**src/rtl/antirebote_multi.sv**
```systemverilog
`default_nettype none
// ============================================================================
//  Module      : antirebote_multi
//  Description : N-channel button debouncer. Each channel has a two-flop
//                synchroniser, a stability counter that accepts a new level
//                only after LIMITE consecutive mismatching cycles, one-cycle
//                rise/fall pulses and a long-press flag raised after the
//                filtered level has stayed high for LARGO cycles.
//  Revision    : 1.0 - initial release
// ============================================================================
module antirebote_multi #(
    parameter int N      = 4,
    parameter int LIMITE = 50000,
    parameter int CW     = 16,
    parameter int LARGO  = 100000000,
    parameter int LW     = 27
) (
    input  logic         clk,
    input  logic         rst,
    input  logic [N-1:0] btn_in,
    output logic [N-1:0] btn_out,
    output logic [N-1:0] sube,
    output logic [N-1:0] baja,
    output logic [N-1:0] largo
);

    // Terminal counts; counters stop here so they never wrap.
    localparam logic [CW-1:0] c_lim_m1   = CW'(LIMITE - 1);
    localparam logic [LW-1:0] c_largo_m1 = LW'(LARGO - 1);

    logic [N-1:0] r_s1;
    logic [N-1:0] r_s2;

    // Two-flop synchroniser for the asynchronous button inputs.
    always_ff @(posedge clk or posedge rst) begin
        if (rst) begin
            r_s1 <= '0;
            r_s2 <= '0;
        end else begin
            r_s1 <= btn_in;
            r_s2 <= r_s1;
        end
    end

    generate
        for (genvar gi = 0; gi < N; gi++) begin : g_ch
            logic [CW-1:0] r_cnt;
            logic [LW-1:0] r_lc;
            logic          r_out;
            logic          r_sube;
            logic          r_baja;
            logic          r_largo;
            logic          w_accept;
            logic          w_out_next;

            // A new level is accepted on the LIMITE-th consecutive mismatch.
            assign w_accept   = (r_s2[gi] != r_out) && (r_cnt == c_lim_m1);
            assign w_out_next = w_accept ? r_s2[gi] : r_out;

            // Stability counter, filtered level and edge pulses.
            always_ff @(posedge clk or posedge rst) begin
                if (rst) begin
                    r_cnt  <= '0;
                    r_out  <= 1'b0;
                    r_sube <= 1'b0;
                    r_baja <= 1'b0;
                end else begin
                    r_sube <= 1'b0;
                    r_baja <= 1'b0;
                    if (r_s2[gi] == r_out) begin
                        r_cnt <= '0;
                    end else if (w_accept) begin
                        r_out  <= r_s2[gi];
                        r_cnt  <= '0;
                        r_sube <= r_s2[gi];
                        r_baja <= ~r_s2[gi];
                    end else begin
                        r_cnt <= r_cnt + 1'b1;
                    end
                end
            end

            // Long-press timer; cleared using the next level so the flag
            // drops on the same edge as the filtered output falls.
            always_ff @(posedge clk or posedge rst) begin
                if (rst) begin
                    r_lc    <= '0;
                    r_largo <= 1'b0;
                end else if (!w_out_next) begin
                    r_lc    <= '0;
                    r_largo <= 1'b0;
                end else if (r_out) begin
                    if (r_lc == c_largo_m1) begin
                        r_largo <= 1'b1;
                    end else begin
                        r_lc <= r_lc + 1'b1;
                    end
                end
            end

            assign btn_out[gi] = r_out;
            assign sube[gi]    = r_sube;
            assign baja[gi]    = r_baja;
            assign largo[gi]   = r_largo;
        end
    endgenerate

endmodule
`default_nettype wire

```
**config.mk**
```make
export PLATFORM = sky130hd
export DESIGN_NAME = antirebote_multi
export DESIGN_NICKNAME = d
export VERILOG_FILES = /design/src/rtl/antirebote_multi.sv
export SDC_FILE = /design/constraint.sdc
export NUM_CORES = 1
export LEC_CHECK = 0
export CORE_AREA = 2 2 131 133
export CTS_BUF_LIST = sky130_fd_sc_hd__clkbuf_16
export DETAILED_ROUTE_END_ITERATION = 10
export DIE_AREA = 0 0 133 135
export PLACE_DENSITY_LB_ADDON = 0.05
export SYNTH_ARGS = -nofsm -noshare
export SYNTH_HDL_FRONTEND = slang
export SYNTH_SLANG_ARGS = --single-unit
```
**constraint.sdc**
```tcl
create_clock -name clk -period 7.55 [get_ports clk]
set_input_delay 1.51 -clock clk [delete_from_list [all_inputs] [get_ports clk]]
set_output_delay 1.51 -clock clk [all_outputs]
set_load 0.1 [all_outputs]
```
==> results of run 1 <==
## area by class of cell
class | instances | area (sq um) | share of cell area, %
Clock buffer | 17 | 425 | 4.02
Timing Repair Buffer | 26 | 248 | 2.34
Tap cell | 220 | 275 | 2.60
Sequential cell | 196 | 4900 | 46.3
Clock inverter | 15 | 77.6 | 0.733
Multi-Input combinational cell | 728 | 4550 | 43.0
Inverter | 26 | 105 | 0.993
## per-layer routing
| layer | wire, um | vias to the layer above |
|---|---|---|
| li1 | - | 3441 |
| met1 | 8540 | 3389 |
| met2 | 8430 | 72 |
| met3 | 414 | 17 |
| met4 | 202 | 0 |
| met5 | 0 | - |
## report_power, final
group | total, uW | internal, uW | switching (uW)
logic | 37.6 | 8.61 | 29.0
clock network | 793 | 411 | 382
registers | 1060 | 1060 | 6.36
total | 1890 | 1480 | 418
## logic make-up (layout without fill, tap and decap cells)
| kind of cell | Yosys count | after routing | synth area share [%] |
|---|---|---|---|
| mux | 8 | 8 | 0.993 |
| simple gates | 499 | 499 | 27.0 |
| xor+xnor | 134 | 134 | 11.9 |
| compound gates | 75 | 75 | 4.79 |
| buf+inv | 72 | 84 | 3.90 |
| flops | 196 | 196 | 49.9 |
| fa+ha+maj | 12 | 12 | 1.53 |
## how the worst min path moves through the flow
| stage | slack [ns] | end | startpoint |
|---|---|---|---|
| finish | 0.35 | r_s2[2] | r_s1[2] |
| global route | 0.37 | r_s2[2] | r_s1[2] |
| CTS | 0.35 | r_s2[0] | r_s1[0] |
| detailed placement | 0.34 | r_s2[0] | r_s1[0] |
| global placement | 0.33 | r_s2[2] | r_s1[2] |
| floorplan | 0.33 | r_s2[0] | r_s1[0] |
## sequential cells by signal (all words and copies together) (netlist names)
signal and cells:
g_ch.r_baja 4, g_ch.r_cnt 64, g_ch.r_largo 4, g_ch.r_lc 108
g_ch.r_out 4, g_ch.r_sube 4, r_s1 4, r_s2 4
## layout by cell type, fill, tap and decap left out, types with 5 or more instances in the layout
cell type | netlist | layout
nor4bb_1 | 6 | 6
ha_1 | 12 | 12
o31ai_1 | 5 | 5
nand4_1 | 48 | 48
and3_1 | 30 | 30
dfrtp_1 | 196 | 196
and4_1 | 15 | 15
nand2_1 | 62 | 62
nor3b_1 | 6 | 6
nor4_1 | 11 | 11
buf_4 | 18 | 5
and2_1 | 5 | 5
a21oi_1 | 31 | 31
xor2_1 | 62 | 62
clkdlybuf4s50_1 | 0 | 21
nor3_1 | 33 | 33
or4_1 | 9 | 9
nor2_1 | 168 | 168
or3_1 | 14 | 14
a211oi_1 | 5 | 5
o21ai_0 | 12 | 12
clkbuf_16 | 0 | 17
nor4b_1 | 6 | 6
nand3_1 | 57 | 57
xnor2_1 | 72 | 72
inv_1 | 26 | 29
## stage by stage
| stage | area [sq um] | utilization, % | hold WS, ns | worst slack [ns] | std cells |
|---|---|---|---|---|---|
| floorplan | 9830 | - | 0.331 | 0.699 | 996 |
| global placement | 10100 | 61.4 | 0.333 | 3.94 | 1196 |
| detailed placement | 10100 | 61.4 | 0.336 | 3.96 | 1196 |
| CTS | 10600 | 64.5 | 0.355 | 3.51 | 1228 |
| global route | 10600 | 64.5 | 0.368 | 3.45 | 1228 |
| finish | 10600 | 64.5 | 0.354 | 3.53 | 1228 |
==> flow_metrics.tcl, run 1 <==
set metrics [dict create \
    crit_end "btn_out[1]" \
    fin_worst_skew_ns 0.00998 \
    antenna_found_initial 0 \
    grt_util_met3_pct 4.20 \
    via_count 6919 \
    hold_buffers 0 \
    tritoncts "done" \
    worst-path-buf-inv 1 \
    hold_violations 0 \
    synthTopCellsByArea "dfrtp_1 (50%), nor2_1 (6.4%), xnor2_1 (6.4%), xor2_1 (5.5%), nand4_1 (3.1%)" \
    gr-usage-met1_pct 29.5 \
    p_leak_uw 0.00424 \
    yosys-top-cells-count "dfrtp_1 (196), nor2_1 (168), xnor2_1 (72)" \
    gp_congestion 0.802 \
    cp_max_fo 25 \
    reg2reg_slack_ns 5.06 \
    grt_pass1_vias 6678 \
    end_kind "output port" \
    finalSetupTns_ns 0 \
    diodes 0 \
    fmaxAchievable_mhz 249 \
    syn-cell-area_sq_um 9830 \
    viasPerCell 5.63 \
    worst_slew_pin_slew_ns 0.974 \
    yosysWarningCount 0 \
    std_cell_rows 47 \
    reg2regPathDepth 6 \
    initial_utilization_pct 59.9 \
    ctsHtreeMaxLevel 4 \
    crit_family "buffers and inverters" \
    fill_cells 1365 \
    crit_chain "clkdlybuf4s50_1" \
    synth.most_common_cell "dfrtp_1" \
    power.density_nw_per_um2 179 \
    post-dp-hpwl_mm 11.3 \
    yosys_most_used_dff "dfrtp_1" \
    hold_depth 0 \
    cts_sinks 196 \
    cp.required_ns 6.04 \
    drive_gt1_share_pct 6.25 \
    post_synth.cell_area_avg_sq_um 9.87 \
    total_power_uw 1890 \
    grt_max_degree 134 \
    grt_usage_pct 21.3 \
    synth_cell_types 62 \
    die_w_um 133 \
    yosysTopAreaCellShare_pct 49.9 \
    use_met2_pct 34.3 \
    fin_nets 1013 \
    start_kind "flop" \
    syn_nets 1014 \
    grt.busiest_layer "met2" \
    crit_start "g_ch[1].r_out" \
    ys_ff_latch 196 \
    status "completed" \
    finalCriticalPeriod_ns 4.02 \
    clockBufferDepth 2 \
    crit_slowest_cell "clkdlybuf4s50_1" \
    grt_first_pass_wirelength_mm 31.6 \
    die_area_sq_um 18000 \
    synthArstFlopShare_pct 100 \
    synth_edf_count 0 \
    cp.arrival_ns 2.51 \
    yosysTopAreaCell "dfrtp_1" \
    core_sq_um 16400 \
    die_height_um 135 \
    clkLatencyLatePin_ns 0.43 \
    finalWirelength_mm 17.6 \
    maxCapViolCount 0 \
    numCtsBuffers 17 \
    grt_remaining_overflow 0 \
    dr.first_iter.drc_count 333 \
    post-route-period-util_pct 53.2 \
    wl_per_cell_um 14.3 \
    synthToLayoutAreaGrowth_pct 7.69 \
    cts_setup_buffers 0 \
    dr.pass1.iters 4 \
    path_depth 1 \
    io_pins 22 \
    clkTransAtPathRegs_ns 0.07 \
    slew_headroom_pct 34.8 \
    hold_class "flop to flop" \
    critical-path-max-stage-delay_ns 1.26 \
    reg2reg_to "g_ch[0].r_lc[3]" \
    irDropWorstVdd_v 0.000163 \
    synth-seq-area-share_pct 49.9 \
    io_buffers 21 \
    postSynthCellCount 996 \
    setup_viol 0 \
    path_class "flop to output port" \
    drv_slew 0 \
    ant_nets 0 \
    r2r_start "g_ch[0].r_cnt[12]" \
    drc_errors 0 \
    cts_resized 0 \
    cts_root_buf "clkbuf_16" \
    rsz0062_at_grt "false" \
]
(Power assumes the default switching activity.)
==> run 2, diff against run 1 <==
CORE_AREA = 2 2 136 138   (was 2 2 131 133)
DIE_AREA = 0 0 138 140   (was 0 0 133 135)
clock period = 3.47 ns   (was 7.55 ns; I/O delays follow)
==> run 2 against run 1 <==
Effect of this change:
- register-to-register slack lost 4.0 ns
- flip-flop and latch count is the same
- sequential power grew 120%
==> flow_metrics.tcl, run 2 (synthesis gave the netlist of run 1 again) <==
set metrics [dict create \
    final_cell_mix "dfrtp_1 (196), nor2_1 (168), xnor2_1 (72), nand2_1 (62), xor2_1 (62)" \
    rsz0062_at_grt "false" \
    antenna_found_initial 0 \
    grt_remaining_overflow 0 \
    finalWirelength_mm 17.8 \
    gp_congestion 0.806 \
    largest_reg_flops 108 \
    std_cell_rows 49 \
    final_area_sq_um 10700 \
    cts_setup_buffers 0 \
    dr.first_iter.drc_count 311 \
    grt_max_degree 65 \
    grt_first_pass_wirelength_mm 31.5 \
    cts_root_buf "clkbuf_16" \
    power.density_nw_per_um2 398 \
    core_sq_um 17800 \
    cp.required_ns 2.78 \
    maxCapViolCount 0 \
    fill_cells 1521 \
    diodes 0 \
    ant_nets 0 \
    drv_slew 0 \
    cts_resized 0 \
    status "completed" \
    die_area_sq_um 19300 \
    hold_class "flop to flop" \
    p_int_uw 3300 \
    synthToLayoutAreaGrowth_pct 8.67 \
    critical-path-max-stage-delay_ns 1.14 \
    sw_frac_of_total_pct 22.2 \
    irDropWorstVdd_v 0.000439 \
    die_w_um 138 \
    power_frac_seq_pct 54.4 \
    p_leak_uw 0.00430 \
    setup_viol 0 \
    ctsHtreeMaxLevel 4 \
    whs_ns 0.348 \
    finalCriticalPeriod_ns 2.62 \
    tritoncts "done" \
    worst-path-buf-inv 1 \
    top_register "g_ch.r_lc" \
    largestRegisters "g_ch.r_lc: 108 flops, g_ch.r_cnt: 64 flops" \
    p_comb_share_pct 2.1 \
    clkTransAtPathRegs_ns 0.07 \
    worst_slew_pin_slew_ns 0.979 \
    via_count 6904 \
    fmaxAchievable_mhz 381 \
    viasPerCell 5.56 \
    cp_max_fo 2 \
    dr.pass1.iters 4 \
    p_clk_share_pct 43.5 \
    crit_chain "clkdlybuf4s50_1" \
    grt_usage_pct 19.4 \
    grt_pass1_vias 6669 \
    post-dp-hpwl_mm 11.6 \
    finalSetupTns_ns 0 \
    hold_buffers 0 \
    hold_violations 0 \
    p_sw_uw 945 \
    end_kind "output port" \
    io_pins 22 \
    initial_utilization_pct 55.3 \
    die_height_um 140 \
    start_kind "flop" \
    cp.arrival_ns 1.93 \
    fin_worst_skew_ns 0.00759 \
    io_buffers 21 \
    placed_area_sq_um 10100 \
    post-route-period-util_pct 75.6 \
    drive_gt1_share_pct 7.70 \
    clkLatencyLatePin_ns 0.43 \
    drc_errors 0 \
    clockBufferDepth 2 \
    fin_nets 1018 \
    path_class "flop to output port" \
    numCtsBuffers 17 \
    wl_per_cell_um 14.3 \
    slew_headroom_pct 34.5 \
    crit_family "buffers and inverters" \
    crit_slowest_cell "clkdlybuf4s50_1" \
    cts_sinks 196 \
    mostFrequentLayoutCell "dfrtp_1" \
]
==> run 2: cell type report <==
cell class	instances	area, sq um	area share, %
flip-flops and latches	196	4900	45.9
inverters	26	101	0.949
repair buffers	31	298	2.79
well taps	229	287	2.68
clock inverters	15	116	1.09
clock buffers	17	425	3.98
multi-input cells	728	4550	42.6
==> run 2: path summary, 6_finish.rpt <==
kind | depth (start not counted) | slack, ns | end | start
max reg2reg | 6 | 1.05 | g_ch[0].r_lc[2] | g_ch[0].r_cnt[4]
max in group asynchronous | 3 | 2.03 | g_ch[0].r_lc[26] | rst
min in group asynchronous | 2 | 0.66 | g_ch[2].r_baja | rst
min reg2reg | 0 | 0.35 | r_s2[1] | r_s1[1]
max | 1 | 0.85 | largo[1] | g_ch[1].r_largo
min | 0 | 0.35 | r_s2[1] | r_s1[1]
==> run 2: per-layer routing <==
| metal | track usage (%) | part of all wire, % | vias to the layer above |
|---|---|---|---|
| li1 | - | - | 3460 |
| met1 | 27.8 | 51 | 3363 |
| met2 | 30.5 | 45 | 63 |
| met3 | 3.38 | 2.2 | 18 |
| met4 | 6.02 | 1.2 | 0 |
| met5 | 0 | 0 | - |
==> run 2: stage by stage <==
stage | setup WS, ns | std cells | utilization (%) | power, uW
after global placement | 1.04 | 1210 | 57.0 | 2450
after global routing | 0.793 | 1242 | 60.1 | 4410
after CTS | 0.825 | 1242 | 60.1 | 4320
after floorplan | 0.244 | 996 | - | 2420
final | 0.848 | 1242 | 60.1 | 4250
after detailed placement | 1.02 | 1210 | 57.0 | 2450
==> run 2: power by group through the flow <==
| stage | Sequential [uW] | Clock (uW) | Combinational [uW] |
|---|---|---|---|
| after detailed placement | 2360 | 0 | 93.7 |
| after CTS | 2310 | 1910 | 94.0 |
| after floorplan | 2350 | 0 | 60.3 |
| after global routing | 2310 | 1990 | 105 |
| after global placement | 2360 | 0 | 93.4 |
| final | 2310 | 1850 | 88.5 |
==> run 3, diff against run 2 <==
CORE_AREA = 2 2 131 133   (was 2 2 136 138)
DIE_AREA = 0 0 133 135   (was 0 0 138 140)
clock period = 2.5 ns   (was 3.47 ns; I/O delays follow)
==> run 3 against run 2 <==
Effect of this change:
- core utilization up 5.6 points
- power rose by 42%
- cell count hardly changed
- largest power group unchanged
==> flow_metrics.tcl, run 3 (synthesis gave the netlist of run 1 again) <==
set metrics [dict create \
    p_int_uw 4700 \
    crit_chain "nor4bb_1, nand4_2, mux2i_4, or4_2, nand2_1" \
    top_register "g_ch.r_lc" \
    gp_congestion 0.793 \
    reg2reg_slack_ns 0.27 \
    drv_slew 0 \
    diodes 0 \
    crit_family "simple AND/OR/NAND/NOR gates" \
    mostFrequentLayoutCell "dfrtp_1" \
    grt_first_pass_wirelength_mm 31.5 \
    clockBufferDepth 2 \
    wl_per_cell_um 14.4 \
    fmaxAchievable_mhz 448 \
    reg2reg_to "g_ch[0].r_lc[3]" \
    grt_remaining_overflow 0 \
    dr.pass1.iters 6 \
    p_leak_uw 0.00438 \
    reg2regPathDepth 5 \
    drive_gt1_share_pct 9.78 \
    hold_class "flop to flop" \
    hold_buffers 0 \
    die_w_um 133 \
    std_cell_rows 47 \
    fin_util_pct 65.6 \
    fin_nets 1028 \
    worstHoldStart "r_s1[0]" \
    path_class "flop to flop" \
    numCtsBuffers 17 \
    hold_violations 0 \
    clkTransAtPathRegs_ns 0.07 \
    dr.first_iter.drc_count 379 \
    synthToLayoutAreaGrowth_pct 9.55 \
    grt_max_degree 115 \
    start_kind "flop" \
    largest_reg_flops 108 \
    cts_resized 0 \
    worst_slew_pin_slew_ns 0.712 \
    die_height_um 135 \
    initial_utilization_pct 59.9 \
    irDropWorstVdd_v 0.000483 \
    die_area_sq_um 18000 \
    p_clk_share_pct 44.6 \
    p_comb_share_pct 2.0 \
    antenna_found_initial 0 \
    sw_frac_of_total_pct 21.8 \
    finalCriticalPeriod_ns 2.23 \
    setup_viol 0 \
    clkLatencyLatePin_ns 0.43 \
    post-route-period-util_pct 89.2 \
    fin_worst_skew_ns 0.0122 \
    io_pins 22 \
    tritoncts "done" \
    post-dp-hpwl_mm 11.6 \
    grt_pass1_vias 6742 \
    cp_max_fo 11 \
    critical-path-max-stage-delay_ns 0.68 \
    via_count 6974 \
    grt_usage_pct 21.4 \
    cp.arrival_ns 2.60 \
    final_cell_mix "dfrtp_1 (196), nor2_1 (168), xnor2_1 (72), nand2_1 (62), xor2_1 (62)" \
    status "completed" \
    power.density_nw_per_um2 559 \
    end_kind "flop" \
    cts_setup_buffers 0 \
    viasPerCell 5.61 \
    finalSetupTns_ns 0 \
    io_buffers 21 \
    cts_root_buf "clkbuf_16" \
    ant_nets 0 \
    largestRegisters "g_ch.r_lc: 108 flops, g_ch.r_cnt: 64 flops" \
    whs_endpoint "r_s2[0]" \
    drc_errors 0 \
    p_sw_uw 1310 \
    finalWirelength_mm 17.9 \
    core_sq_um 16400 \
    slew_headroom_pct 52.1 \
    cts_sinks 196 \
    maxCapViolCount 0 \
    cp.required_ns 2.87 \
    rsz0062_at_grt "false" \
    power_frac_seq_pct 53.4 \
    worst-path-buf-inv 0 \
    crit_slowest_cell "or4_2" \
    hold_depth 0 \
    r2r_start "g_ch[0].r_cnt[8]" \
    whs_ns 0.347 \
    ctsHtreeMaxLevel 4 \
]
-- run 3: cell count changes in the layout (fill, tap and decap cells not counted), moves of 2 or more --
cell             change
inv_6                +2
inv_1                -2
clkdlybuf4s50_1     -11
clkinv_2             -3
buf_4               +20
-- run 3: per-stage QoR --
| step | power (uW) | setup WS, ns | cell area [sq um] | cells |
|---|---|---|---|---|
| finish | 6010 | 0.270 | 10800 | 1243 |
| global route | 6240 | 0.121 | 10800 | 1243 |
| CTS | 6100 | 0.269 | 10800 | 1243 |
| detailed placement | 3400 | 0.283 | 10200 | 1211 |
| global placement | 3400 | 0.300 | 10200 | 1211 |
| floorplan | 3350 | -0.532 | 9830 | 996 |
-- run 3: power by group through the flow --
stage,clock (uW),sequential (uW),combinational [uW]
2_1_floorplan,0,3270,83.7
3_3_place_gp,0,3270,127
3_5_place_dp,0,3270,128
4_1_cts,2760,3210,128
5_1_grt,2880,3210,143
6_report,2680,3210,122
-- run 3: layout make-up --
cell class / count / area (sq um)
fillers: 1324 / 5640
flip-flops and latches: 196 / 4900
multi-input cells: 728 / 4550
clock buffers: 17 / 425
repair buffers: 41 / 358
well taps: 220 / 275
clock inverters: 15 / 154
inverters: 26 / 101
-- run 3: how the worst max path moves through the flow --
stage,start,end,depth (start not counted)
final,g_ch[0].r_cnt[8],g_ch[0].r_lc[3],5
after detailed placement,g_ch[0].r_cnt[8],g_ch[0].r_lc[3],5
after floorplan,rst,g_ch[0].r_baja,1
after CTS,g_ch[0].r_cnt[8],g_ch[0].r_lc[3],5
after global placement,g_ch[0].r_cnt[11],g_ch[0].r_lc[3],5
after global routing,g_ch[0].r_cnt[4],g_ch[0].r_lc[3],5
-- run 3: routing by layer --
metal | track usage [%] | share of wire, % | vias to the layer above | routed length (um)
met5 | 0 | 0 | - | 0
met1 | 29.5 | 49 | 3395 | 8740
met4 | 5.73 | 0.78 | 0 | 140
li1 | - | - | 3492 | -
met2 | 34.9 | 48 | 75 | 8570
met3 | 4.50 | 2.6 | 12 | 463
